--- src/rtl/pp_mult_scheduler.sv ---
// Two-requester round-robin front end for one row-serial shift-and-add multiplier.
// Each job produces one partial-product row per cycle and holds the product until the consumer takes it.
module pp_mult_scheduler #(
  parameter int WIDTH = 4
) (
  input  logic               clk,
  input  logic               rst,
  input  logic               req0_valid,
  output logic               req0_ready,
  input  logic [WIDTH-1:0]   req0_x,
  input  logic [WIDTH-1:0]   req0_y,
  input  logic               req1_valid,
  output logic               req1_ready,
  input  logic [WIDTH-1:0]   req1_x,
  input  logic [WIDTH-1:0]   req1_y,
  output logic               out_valid,
  input  logic               out_ready,
  output logic [2*WIDTH-1:0] out_p,
  output logic               out_id,
  output logic               busy
);

  localparam int KW = $clog2(WIDTH + 1);
  localparam logic [KW-1:0] KLAST = KW'(WIDTH);

  typedef enum logic [1:0] {IDLE, RUN, DONE} state_t;

  state_t             state;
  state_t             state_next;
  logic               last_grant;
  logic               grant;
  logic               accept;
  logic               id_r;
  logic [2*WIDTH-1:0] x_sh;
  logic [WIDTH-1:0]   y_sh;
  logic [2*WIDTH-1:0] acc;
  logic [2*WIDTH-1:0] row;
  logic [KW-1:0]      k;

  always_ff @(posedge clk) begin
    if (rst) state <= IDLE;
    else     state <= state_next;
  end

  // Grant goes to the lone valid requester, or to the one that did not win last time.
  always_comb begin
    state_next = state;
    req0_ready = 1'b0;
    req1_ready = 1'b0;
    grant      = 1'b0;
    accept     = 1'b0;
    case (state)
      IDLE: begin
        grant      = (req0_valid & req1_valid) ? ~last_grant : req1_valid;
        req0_ready = req0_valid & ~grant;
        req1_ready = req1_valid & grant;
        accept     = (req0_valid & ~grant) | (req1_valid & grant);
        if (accept) state_next = RUN;
      end
      RUN: begin
        if (k == KLAST) state_next = DONE;
      end
      DONE: begin
        if (out_ready) state_next = IDLE;
      end
      default: state_next = IDLE;
    endcase
  end

  // x is pre-shifted and y consumed LSB first, so row k is simply x_sh gated by y_sh[0].
  assign row = x_sh & {(2*WIDTH){y_sh[0]}};

  always_ff @(posedge clk) begin
    if (rst) begin
      last_grant <= 1'b1;
      id_r       <= 1'b0;
      x_sh       <= '0;
      y_sh       <= '0;
      acc        <= '0;
      k          <= '0;
      out_p      <= '0;
      out_valid  <= 1'b0;
      out_id     <= 1'b0;
    end else begin
      case (state)
        IDLE: begin
          if (accept) begin
            x_sh       <= {{WIDTH{1'b0}}, (grant ? req1_x : req0_x)};
            y_sh       <= grant ? req1_y : req0_y;
            id_r       <= grant;
            last_grant <= grant;
            acc        <= '0;
            k          <= '0;
          end
        end
        RUN: begin
          if (k != KLAST) begin
            acc  <= acc + row;
            x_sh <= x_sh << 1;
            y_sh <= y_sh >> 1;
            k    <= k + KW'(1);
          end else begin
            out_p     <= acc;
            out_valid <= 1'b1;
            out_id    <= id_r;
          end
        end
        DONE: begin
          if (out_ready) out_valid <= 1'b0;
        end
        default: out_valid <= 1'b0;
      endcase
    end
  end

  assign busy = (state != IDLE);

endmodule

--- config.mk ---
export PLATFORM = sky130hd
export DESIGN_NAME = pp_mult_scheduler
export DESIGN_NICKNAME = d
export VERILOG_FILES = /design/src/rtl/pp_mult_scheduler.sv
export SDC_FILE = /design/constraint.sdc
export NUM_CORES = 1
export LEC_CHECK = 0
export ABC_AREA = 1
export CAP_MARGIN = 20
export CORE_MARGIN = 5
export CORE_UTILIZATION = 30
export CTS_CLUSTER_DIAMETER = 80
export DETAILED_ROUTE_END_ITERATION = 8
export SYNTH_ARGS = -nofsm -noshare
export SYNTH_HDL_FRONTEND = slang
export SYNTH_SLANG_ARGS = --single-unit
--- constraint.sdc ---
create_clock -name clk -period 1.8 [get_ports clk]
set_clock_uncertainty 0.15 [all_clocks]
set_input_delay 0.36 -clock clk [delete_from_list [all_inputs] [get_ports clk]]
set_output_delay 0.36 -clock clk [all_outputs]
set_load 0.05 [all_outputs]
==> results.rst, run 1 <==
.. list-table::
   :header-rows: 1

   * - Metric
     - Value
   * - Run status
     - finished with violations
   * - Violations in the final reports
     - setup timing
   * - Average wire length per cell after detail routing
     - 12.32 um
   * - Reg-to-reg critical path startpoint
     - y_sh[0]
   * - Reg2Reg Capture Point
     - acc[4]
   * - Buffer depth of the longest clock path
     - 2
   * - Number of cells on the worst reg-to-reg path
     - 11
   * - Hold bufs inserted after CTS
     - 0
   * - Final weighted congestion of routability-driven global placement
     - 0.7671
   * - Hpwl dp
     - 3545 um
   * - Total power divided by cell area
     - 697.4 mW/mm^2
   * - Most frequent cells in the layout
     - nand2_1 (58), dfxtp_1 (36), buf_4 (33)
   * - Vias per std cell
     - 4.641
   * - Crit path top cell by count
     - nand2_2
   * - Die width
     - 89.54 um
   * - Total Nets Final
     - 355
   * - Fmax achieved
     - 0.5521 GHz
   * - Post-route minimum period
     - 1.811 ns
   * - Row Count
     - 29
   * - Post-layout instance area
     - 0.002635 sq mm
   * - Antenna violations before repair
     - 0
   * - Main combinational cell family by area after synthesis
     - simple AND/OR/NAND/NOR gates
   * - Wire length of the first global-routing pass
     - 8411 um
   * - Type of the most critical hold path
     - flip-flop to flip-flop
   * - Master of the slowest instance on the critical path
     - dfxtp_4
   * - Height of the chip
     - 89.54 um
   * - Number of vias after detailed routing
     - 1861
   * - Synthesized area
     - 0.001898 sq mm
   * - Worst slack at placement
     - -0.1723 ns
   * - Period utilisation layout
     - 100.6%
   * - Adder-cell share of the synthesized area
     - 6.987%
   * - Detailed Route WL
     - 4940 um
   * - CP Cell Sequence
     - nand2_4, inv_2, ha_4, fa_2, nand2_2, nand2_2, buf_4, a21oi_2, nor2_1, nand2_1, a21oi_1
   * - Global-route total usage across every layer
     - 13.72%
   * - Area enclosed by the die boundary
     - 0.008017 sq mm
   * - Path length in cells of the critical path
     - 11
   * - Sequential fraction of the synthesis area
     - 39.02%
   * - N_diodes
     - 0
   * - Critical path buffer and inverter count
     - 2
   * - Simple-gate share of the synthesized area
     - 27.22%
   * - Async SR Flop Fraction
     - 0%
   * - Area of the core region
     - 0.006241 sq mm
   * - Standard cell area after detailed placement
     - 0.002439 sq mm
   * - End point of the critical path
     - acc[4]
   * - Worst-case hold slack
     - 0.3211 ns
   * - Antenna-violating nets left
     - 0
   * - First element of the critical path
     - y_sh[0]
   * - Count of different cell masters after synthesis
     - 27
   * - CTS tree
     - yes
   * - Worst-case setup margin in the final layout
     - -0.01133 ns
   * - Congestion Overflow GR
     - 0
   * - Growth of design area from synthesis to finish
     - 38.83%
   * - Starting density of the core
     - 30.41%
   * - XOR/XNOR Fraction of Synth Area
     - 0%
   * - Leakage component of the power
     - 1.228 nW
   * - Worst hold path startpoint
     - out_valid
   * - Startpoint Class
     - flip-flop
   * - Proportion of synthesized area in mux cells
     - 0%
   * - Cell family contributing the most delay on the critical path
     - adder cells
   * - Maximum number of pins on one net before global-route repair
     - 23
   * - Endpoint type of the worst setup path
     - flip-flop
   * - Required arrival time at the worst endpoint
     - 1.83 ns
   * - Ratio of cells with drive above 1 in the final layout
     - 23.46%
   * - Critical setup path kind
     - flip-flop to flip-flop
   * - Filler cells
     - 675
   * - Clock latency on the worst-skew pair
     - 0.29 ns
   * - Number of pins with negative max-slew slack in the final report
     - 0
   * - # H-tree levels
     - 2
   * - Syn_area_per_cell
     - 7.056 sq um
   * - Maximum VDD drop
     - 0.3684 mV
   * - Worst slew slack as a fraction of its limit
     - 81.85%
   * - Detailed Routing Iterations Pass 1
     - 4
   * - Remaining design rule violation count
     - 0
   * - Number of flip-flops and latches in the synthesized netlist
     - 37
   * - Number of warnings reported in the yosys synthesis log
     - 0
   * - Max-Cap Viols
     - 0
   * - Post-synthesis cell count
     - 269
   * - Unrepaired setup endpoints after global routing
     - yes
   * - Data arrival, critical path
     - 1.84 ns
   * - Clock tree sinks
     - 37
   * - Biggest fanout along the worst timing path
     - 5
   * - Most common library cell in the layout ignoring fill and taps
     - nand2_1
   * - Clock-pin slew reported for the worst setup and hold paths after clock tree synthesis
     - 0.07 ns
   * - Iteration-0 DRC count of the detailed router
     - 101
   * - Number of input and output port buffers inserted
     - 33
   * - Most used flip-flop cell after synthesis
     - dfxtp_1
   * - Compound-Gate Fraction of Synth Area
     - 17.01%
   * - Highest cell delay on the worst timing path
     - 0.37 ns
   * - Final hold violation count
     - 0
   * - Post-Syn Nets
     - 300
   * - Final number of setup-violating endpoints
     - 1
   * - R2R Setup Slk
     - -0.01 ns
   * - Vias in the first global route
     - 1886
   * - Root buffer cell
     - clkbuf_8
   * - Top-Level Pins
     - 34
   * - Transition time at the pin with the least slew margin
     - 0.2723 ns
   * - EDFF count, synth
     - 0
   * - Number of clock buffers inserted by TritonCTS
     - 5
-- power breakdown --
group          leakage (nW)  internal (mW)  switching (mW)
clock network        0.0443          0.304           0.302
logic                 0.882          0.169           0.184
registers             0.302          0.852          0.0272
-- worst min-delay path by stage --
stage	endpoint	slack [ns]	depth (start not counted)
finish	out_valid	0.32	2
global route	y_sh[3]	0.35	2
CTS	out_valid	0.32	2
detailed placement	out_valid	0.31	2
global placement	out_valid	0.31	2
floorplan	acc[6]	0.28	1
-- registers in the layout, summed over array words and instances, names as in the netlist --
signal / flops
x_sh: 8
acc: 8
state: 2
y_sh: 4
out_valid: 1
last_grant: 1
k: 3
out_p: 8
id_r: 1
out_id: 1
-- routing by layer --
metal	vias up	wire, um	track usage, %
li1	974	-	-
met1	854	2289	16.71
met2	26	2387	23.40
met3	7	208	4.147
met4	0	53	3.654
met5	-	0	0
-- tightest hold or removal path: stages, from the launching register on --
cell and delay [ns]:
dfxtp_1 0.31, nand2_1 0.06, a21oi_1 0.05
-- synth_stat cells, types with 2 or more instances --
library cell  count  area [sq um]
nand2_1          62         232.7
nand2_4           2         22.52
inv_2             4         15.01
clkbuf_1          3         11.26
dfxtp_1          37         740.7
or2_2             4         25.02
buf_4             3         22.52
ha_1              9         112.6
nand3b_1          3         22.52
nand3_1          12         60.06
inv_1            29         108.9
o211ai_1          2         15.01
o21ai_0          19         95.09
buf_6             2         22.52
nor2_2            2         12.51
a21oi_1          35         175.2
o21ai_2           2         17.52
nor2_1           30         112.6
-- metrics by stage --
step / total power, mW / setup TNS, ns / instances / utilization (%)
after global routing: 1.946 / -0.1934 / 401 / 42.22
final: 1.838 / -0.01133 / 401 / 42.22
after floorplan: 1.078 / 0 / 269 / -
after detailed placement: 1.235 / -3.116 / 391 / 39.07
after CTS: 1.851 / -0.01976 / 400 / 40.88
after global placement: 1.234 / -1.892 / 391 / 39.07
-- cell families (layout without fill, tap and decap cells) --
kind of cell / Yosys count / in the layout
flip-flops: 37 / 37
AND/OR/NAND/NOR: 119 / 119
adder cells (fa/ha/maj): 10 / 10
buffers and inverters: 42 / 97
AO/OA/AOI/OAI: 61 / 61
-- what timing repair did --
item                                   in CTS  in global routing
pin swaps                                   2                  8
gates resized for setup                     9                 13
endpoints found under the hold margin       0                  0
setup buffers                               2                  1
setup endpoints to repair                   5                  6
-- final cells by class --
class	instances	area, sq um	share of cell area [%]
multi-input cells	190	1059	40.17
well taps	77	96.34	3.656
inverters	33	123.9	4.701
repair buffers	57	525.5	19.94
clock buffers	7	86.33	3.276
flip-flops and latches	37	744.5	28.25
Power figures use the tool's default switching activity.
==> inputs of run 2 (changes only) <==
- GPL_TIMING_DRIVEN: not set -> 0
==> results.rst, run 2 (synthesis results as in run 1) <==
.. list-table::
   :header-rows: 1

   * - Metric
     - Value
   * - Buffer depth of the longest clock path
     - 2
   * - Vias per std cell
     - 4.727
   * - Worst-case setup margin in the final layout
     - 0.02062 ns
   * - Wire length of the first global-routing pass
     - 8052 um
   * - Maximum VDD drop
     - 0.4153 mV
   * - Detailed Route WL
     - 4881 um
   * - Critical setup path kind
     - flip-flop to flip-flop
   * - Most common library cell in the layout ignoring fill and taps
     - nand2_1
   * - Combinational group share of total power
     - 18.2%
   * - Final number of setup-violating endpoints
     - 0
   * - Portion of total power attributed to sequential cells
     - 50.3%
   * - Master of the slowest instance on the critical path
     - dfxtp_4
   * - Number of cells on the worst reg-to-reg path
     - 9
   * - Vias in the first global route
     - 1759
   * - Post-layout instance area
     - 0.002516 sq mm
   * - Fmax achieved
     - 0.5620 GHz
   * - Critical path buffer and inverter count
     - 1
   * - Registers with the most flip-flops
     - acc (8), out_p (8), x_sh (8)
   * - Switching power summed over all nets
     - 505.9 uW
   * - Cell internal power dissipation
     - 1.240 mW
   * - Area of the core region
     - 0.006241 sq mm
   * - Final Util
     - 40.32%
   * - Highest cell delay on the worst timing path
     - 0.37 ns
   * - CTS tree
     - yes
   * - Congestion Overflow GR
     - 0
   * - Worst slack at placement
     - -0.9256 ns
   * - Total Nets Final
     - 343
   * - Average wire length per cell after detail routing
     - 12.58 um
   * - Startpoint Class
     - flip-flop
   * - Root buffer cell
     - clkbuf_8
   * - Row Count
     - 29
   * - Clock Power Share
     - 31.5%
   * - Unrepaired setup endpoints after global routing
     - yes
   * - Standard cell area after detailed placement
     - 0.002325 sq mm
   * - Biggest fanout along the worst timing path
     - 5
   * - Starting density of the core
     - 30.41%
   * - Final TNS setup
     - 0 ns
   * - Post-route minimum period
     - 1.779 ns
   * - Run status
     - complete, no violations
   * - Clock-pin slew reported for the worst setup and hold paths after clock tree synthesis
     - 0.07 ns
   * - Crit path top cell by count
     - nand2_1
   * - Leakage component of the power
     - 1.168 nW
   * - Hpwl dp
     - 3416 um
   * - Maximum number of pins on one net before global-route repair
     - 11
   * - Max-Cap Viols
     - 0
   * - Endpoint type of the worst setup path
     - flip-flop
   * - Total power divided by cell area
     - 693.9 mW/mm^2
   * - Die width
     - 89.54 um
   * - Number of pins with negative max-slew slack in the final report
     - 0
   * - Global-route total usage across every layer
     - 13.18%
   * - Height of the chip
     - 89.54 um
   * - Remaining design rule violation count
     - 0
   * - Final hold violation count
     - 0
   * - Area enclosed by the die boundary
     - 0.008017 sq mm
   * - Antenna violations before repair
     - 0
   * - Growth of design area from synthesis to finish
     - 32.56%
   * - Number of vias after detailed routing
     - 1834
   * - Filler cells
     - 657
   * - Path length in cells of the critical path
     - 9
   * - Required arrival time at the worst endpoint
     - 1.88 ns
   * - Type of the most critical hold path
     - flip-flop to flip-flop
   * - Number of clock buffers inserted by TritonCTS
     - 5
   * - Final weighted congestion of routability-driven global placement
     - 0.7741
   * - Cell family contributing the most delay on the critical path
     - simple AND/OR/NAND/NOR gates
   * - Switching share of power
     - 28.98%
   * - # H-tree levels
     - 2
   * - Detailed Routing Iterations Pass 1
     - 4
   * - Worst hold stages
     - 2
   * - Worst slew slack as a fraction of its limit
     - 67.04%
   * - Top-Level Pins
     - 34
   * - Clock tree sinks
     - 37
   * - Clock latency on the worst-skew pair
     - 0.29 ns
   * - CP Cell Sequence
     - nand2_1, inv_1, ha_1, or2_2, nand3b_1, nand2_1, nand2_1, nand3_2, a21oi_2
   * - Ratio of cells with drive above 1 in the final layout
     - 17.04%
   * - Transition time at the pin with the least slew margin
     - 0.4944 ns
   * - Period utilisation layout
     - 98.85%
   * - N_diodes
     - 0
   * - Antenna-violating nets left
     - 0
   * - Data arrival, critical path
     - 1.86 ns
   * - Iteration-0 DRC count of the detailed router
     - 58
   * - Most frequent cells in the layout
     - nand2_1 (58), dfxtp_1 (36), a21oi_1 (33)
   * - Number of input and output port buffers inserted
     - 33
-- run 2: per-layer routing --
| metal | part of all wire (%) | GRT usage (%) |
|---|---|---|
| met2 | 48 | 22.61 |
| met5 | 0 | 0 |
| met4 | 1.5 | 4.871 |
| met1 | 47 | 16.12 |
| met3 | 3.9 | 2.765 |
-- run 2: power groups by stage --
| stage | logic (mW) | clock network (mW) | registers, mW |
|---|---|---|---|
| finish | 0.318 | 0.550 | 0.878 |
| global route | 0.353 | 0.597 | 0.883 |
| CTS | 0.312 | 0.559 | 0.876 |
| detailed placement | 0.302 | 0 | 0.889 |
| global placement | 0.300 | 0 | 0.889 |
| floorplan | 0.192 | 0 | 0.886 |
-- run 2: cell type report --
cell class                 count  area (sq um)  area share, %
timing repair buffer          37         346.6          13.77
sequential                    37         744.5          29.59
inverter                      33         123.9          4.923
buffer                         8         57.56          2.287
multi-input combinational    190          1074          42.67
clock inverter                 1         5.005         0.1989
tap                           77         96.34          3.829
clock buffer                   5         68.82          2.735
-- run 2: timing repair --
item / 4_1_cts / 5_1_grt
pin swaps: 2 / 6
hold buffers: 0 / 0
resized for setup: 40 / 16
buffers inserted: 3 / 1
endpoints found under the hold margin: 0 / 0
endpoints found under the setup margin: 18 / 18
gates cloned: 0 / 0
-- run 2: path summary, 6_finish.rpt --
check | from | to | slack [ns]
max | y_sh[0] | acc[6] | 0.02
min reg2reg | out_valid | out_valid | 0.31
min | out_valid | out_valid | 0.31
max reg2reg | y_sh[0] | acc[6] | 0.02
-- run 2: worst reg2reg max path: stages (launching register included) --
cell and delay, ns:
dfxtp_4 0.37, nand2_1 0.06, inv_1 0.04, ha_1 0.31
or2_2 0.33, nand3b_1 0.12, nand2_1 0.07, nand2_1 0.08
nand3_2 0.07, a21oi_2 0.13
-- run 2: metrics by stage --
stage	total power, mW	std cells	hold slack, ns
finish	1.746	388	0.3120
CTS	1.747	387	0.3165
floorplan	1.078	269	0.2791
detailed placement	1.191	379	0.3058
global route	1.832	388	0.3467
global placement	1.189	379	0.3019
==> inputs of run 3 (changes only) <==
- CORE_ASPECT_RATIO: not set -> 2
==> results.rst, run 3 (synthesis results as in run 1) <==
.. list-table::
   :header-rows: 1

   * - Metric
     - Value
   * - Remaining design rule violation count
     - 0
   * - Clock latency on the worst-skew pair
     - 0.28 ns
   * - Antenna violations before repair
     - 0
   * - Type of the most critical hold path
     - flip-flop to flip-flop
   * - Iteration-0 DRC count of the detailed router
     - 46
   * - Biggest fanout along the worst timing path
     - 3
   * - Leakage component of the power
     - 1.220 nW
   * - Maximum VDD drop
     - 0.5355 mV
   * - Data arrival, critical path
     - 1.85 ns
   * - Area enclosed by the die boundary
     - 0.008114 sq mm
   * - CTS tree
     - yes
   * - Growth of design area from synthesis to finish
     - 39.62%
   * - Post-route minimum period
     - 1.786 ns
   * - Die width
     - 66.25 um
   * - Critical setup path kind
     - flip-flop to flip-flop
   * - Number of input and output port buffers inserted
     - 33
   * - Total power divided by cell area
     - 788.8 mW/mm^2
   * - Top-Level Pins
     - 34
   * - Crit path top cell by count
     - nand2_2
   * - Final number of setup-violating endpoints
     - 0
   * - Portion of total power attributed to sequential cells
     - 42.2%
   * - Registers with the most flip-flops
     - acc (8), out_p (8), x_sh (8)
   * - Switching power summed over all nets
     - 542.4 uW
   * - Transition time at the pin with the least slew margin
     - 0.5288 ns
   * - Number of pins with negative max-slew slack in the final report
     - 0
   * - Period utilisation layout
     - 99.21%
   * - Final hold violation count
     - 0
   * - Unrepaired setup endpoints after global routing
     - yes
   * - # H-tree levels
     - 2
   * - Run status
     - complete, no violations
   * - Most frequent cells in the layout
     - nand2_1 (55), dfxtp_1 (35), a21oi_1 (33)
   * - Startpoint Class
     - flip-flop
   * - Total Nets Final
     - 345
   * - Max-Cap Viols
     - 0
   * - Required arrival time at the worst endpoint
     - 1.87 ns
   * - Cell internal power dissipation
     - 1.548 mW
   * - Hold bufs inserted after CTS
     - 0
   * - Maximum number of pins on one net before global-route repair
     - 13
   * - Final Util
     - 42.34%
   * - Vias per std cell
     - 4.638
   * - Fmax achieved
     - 0.5600 GHz
   * - Most common library cell in the layout ignoring fill and taps
     - nand2_1
   * - N_diodes
     - 0
   * - Combinational group share of total power
     - 15.8%
   * - Detailed Route WL
     - 5125 um
   * - Antenna-violating nets left
     - 0
   * - Global-route total usage across every layer
     - 13.29%
   * - Switching share of power
     - 25.95%
   * - Detailed Routing Iterations Pass 1
     - 4
   * - Worst slew slack as a fraction of its limit
     - 64.75%
   * - Vias in the first global route
     - 1758
   * - Post-layout instance area
     - 0.002650 sq mm
   * - Clock-pin slew reported for the worst setup and hold paths after clock tree synthesis
     - 0.06 ns
   * - Ratio of cells with drive above 1 in the final layout
     - 19.68%
   * - Hpwl dp
     - 3847 um
   * - Final TNS setup
     - 0 ns
   * - CP Cell Sequence
     - nand2_2, inv_2, ha_4, fa_2, nand2_2, nand2_2, nand3b_1, nand2_1, nand2_1, nand3_2, a21oi_2
   * - Endpoint type of the worst setup path
     - flip-flop
   * - Area of the core region
     - 0.006259 sq mm
   * - Starting density of the core
     - 30.33%
   * - Average wire length per cell after detail routing
     - 12.78 um
   * - Buffer depth of the longest clock path
     - 2
   * - Height of the chip
     - 122.5 um
   * - Final weighted congestion of routability-driven global placement
     - 0.8234
   * - Master of the slowest instance on the critical path
     - dfxtp_4
   * - Congestion Overflow GR
     - 0
   * - Standard cell area after detailed placement
     - 0.002336 sq mm
   * - Worst-case hold slack
     - 0.2999 ns
   * - Count of placed standard cells in the final layout, fillers left out
     - 401
   * - Number of vias after detailed routing
     - 1860
   * - Highest cell delay on the worst timing path
     - 0.36 ns
   * - Wire length of the first global-routing pass
     - 8004 um
   * - Dpl cells
     - 388
   * - Clock tree sinks
     - 37
   * - Number of clock buffers inserted by TritonCTS
     - 5
   * - Row Count
     - 41
   * - Root buffer cell
     - clkbuf_16
   * - Clock Power Share
     - 41.9%
## run 3: cell types whose count changed in the layout (fill, tap and decap cells not counted), moves of 2 or more
| cell | delta |
|---|---|
| nand2_1 | -3 |
| clkbuf_16 | +5 |
| clkbuf_8 | -4 |
| nand2_2 | +2 |
## run 3: power by group through the flow
stage	sequential [mW]	clock, mW	combinational [mW]
after floorplan	0.886	0	0.192
after global placement	0.891	0	0.300
after detailed placement	0.892	0	0.302
after CTS	0.880	0.908	0.324
after global routing	0.886	0.940	0.363
final	0.883	0.877	0.331
## run 3: cell type report
class / instances / area [sq um]
Buffer: 8 / 56.30
Sequential cell: 37 / 745.7
Tap cell: 86 / 107.6
Inverter: 33 / 123.9
Fill cell: 702 / 3608
Clock inverter: 2 / 13.76
Multi-Input combinational cell: 190 / 1094
Clock buffer: 6 / 138.9
Timing Repair Buffer: 39 / 370.4
## run 3: repair_timing
action | 4_1_cts | 5_1_grt
setup endpoints to repair | 17 | 10
pin swaps | 3 | 5
resized for setup | 44 | 17
setup buffers | 5 | 1
cloned | 0 | 0
## run 3: per-stage QoR
stage,worst slack [ns],total power [mW]
2_1_floorplan,0.01455,1.078
3_3_place_gp,-0.9169,1.192
3_5_place_dp,-0.9176,1.193
4_1_cts,0.003411,2.113
5_1_grt,-0.06047,2.189
6_report,0.01415,2.090
## run 3: per-layer routing
metal	share of wire (%)	vias up	global-route usage [%]	routed length [um]
met5	0	-	0	0
met4	4.6	0	9.542	238
met3	3.3	15	2.198	169
met2	57	41	25.39	2909
met1	35	848	11.88	1808
li1	-	956	-	-
## run 3: critical path: cells and delay by family, from the launching register on
kind / cells / cell delay, ns
AO/OA/AOI/OAI: 1 / 0.11
adder cells (fa/ha/maj): 2 / 0.49
AND/OR/NAND/NOR: 7 / 0.55
flip-flops: 1 / 0.36
buffers and inverters: 1 / 0.04
## run 3: path summary, 6_finish.rpt
kind                start      to  slack (ns)  cells past startpoint
setup / recovery  y_sh[0]  acc[6]        0.01                     11
hold / removal       k[0]    k[0]        0.30                      1
setup reg to reg  y_sh[0]  acc[6]        0.01                     11
hold reg to reg      k[0]    k[0]        0.30                      1
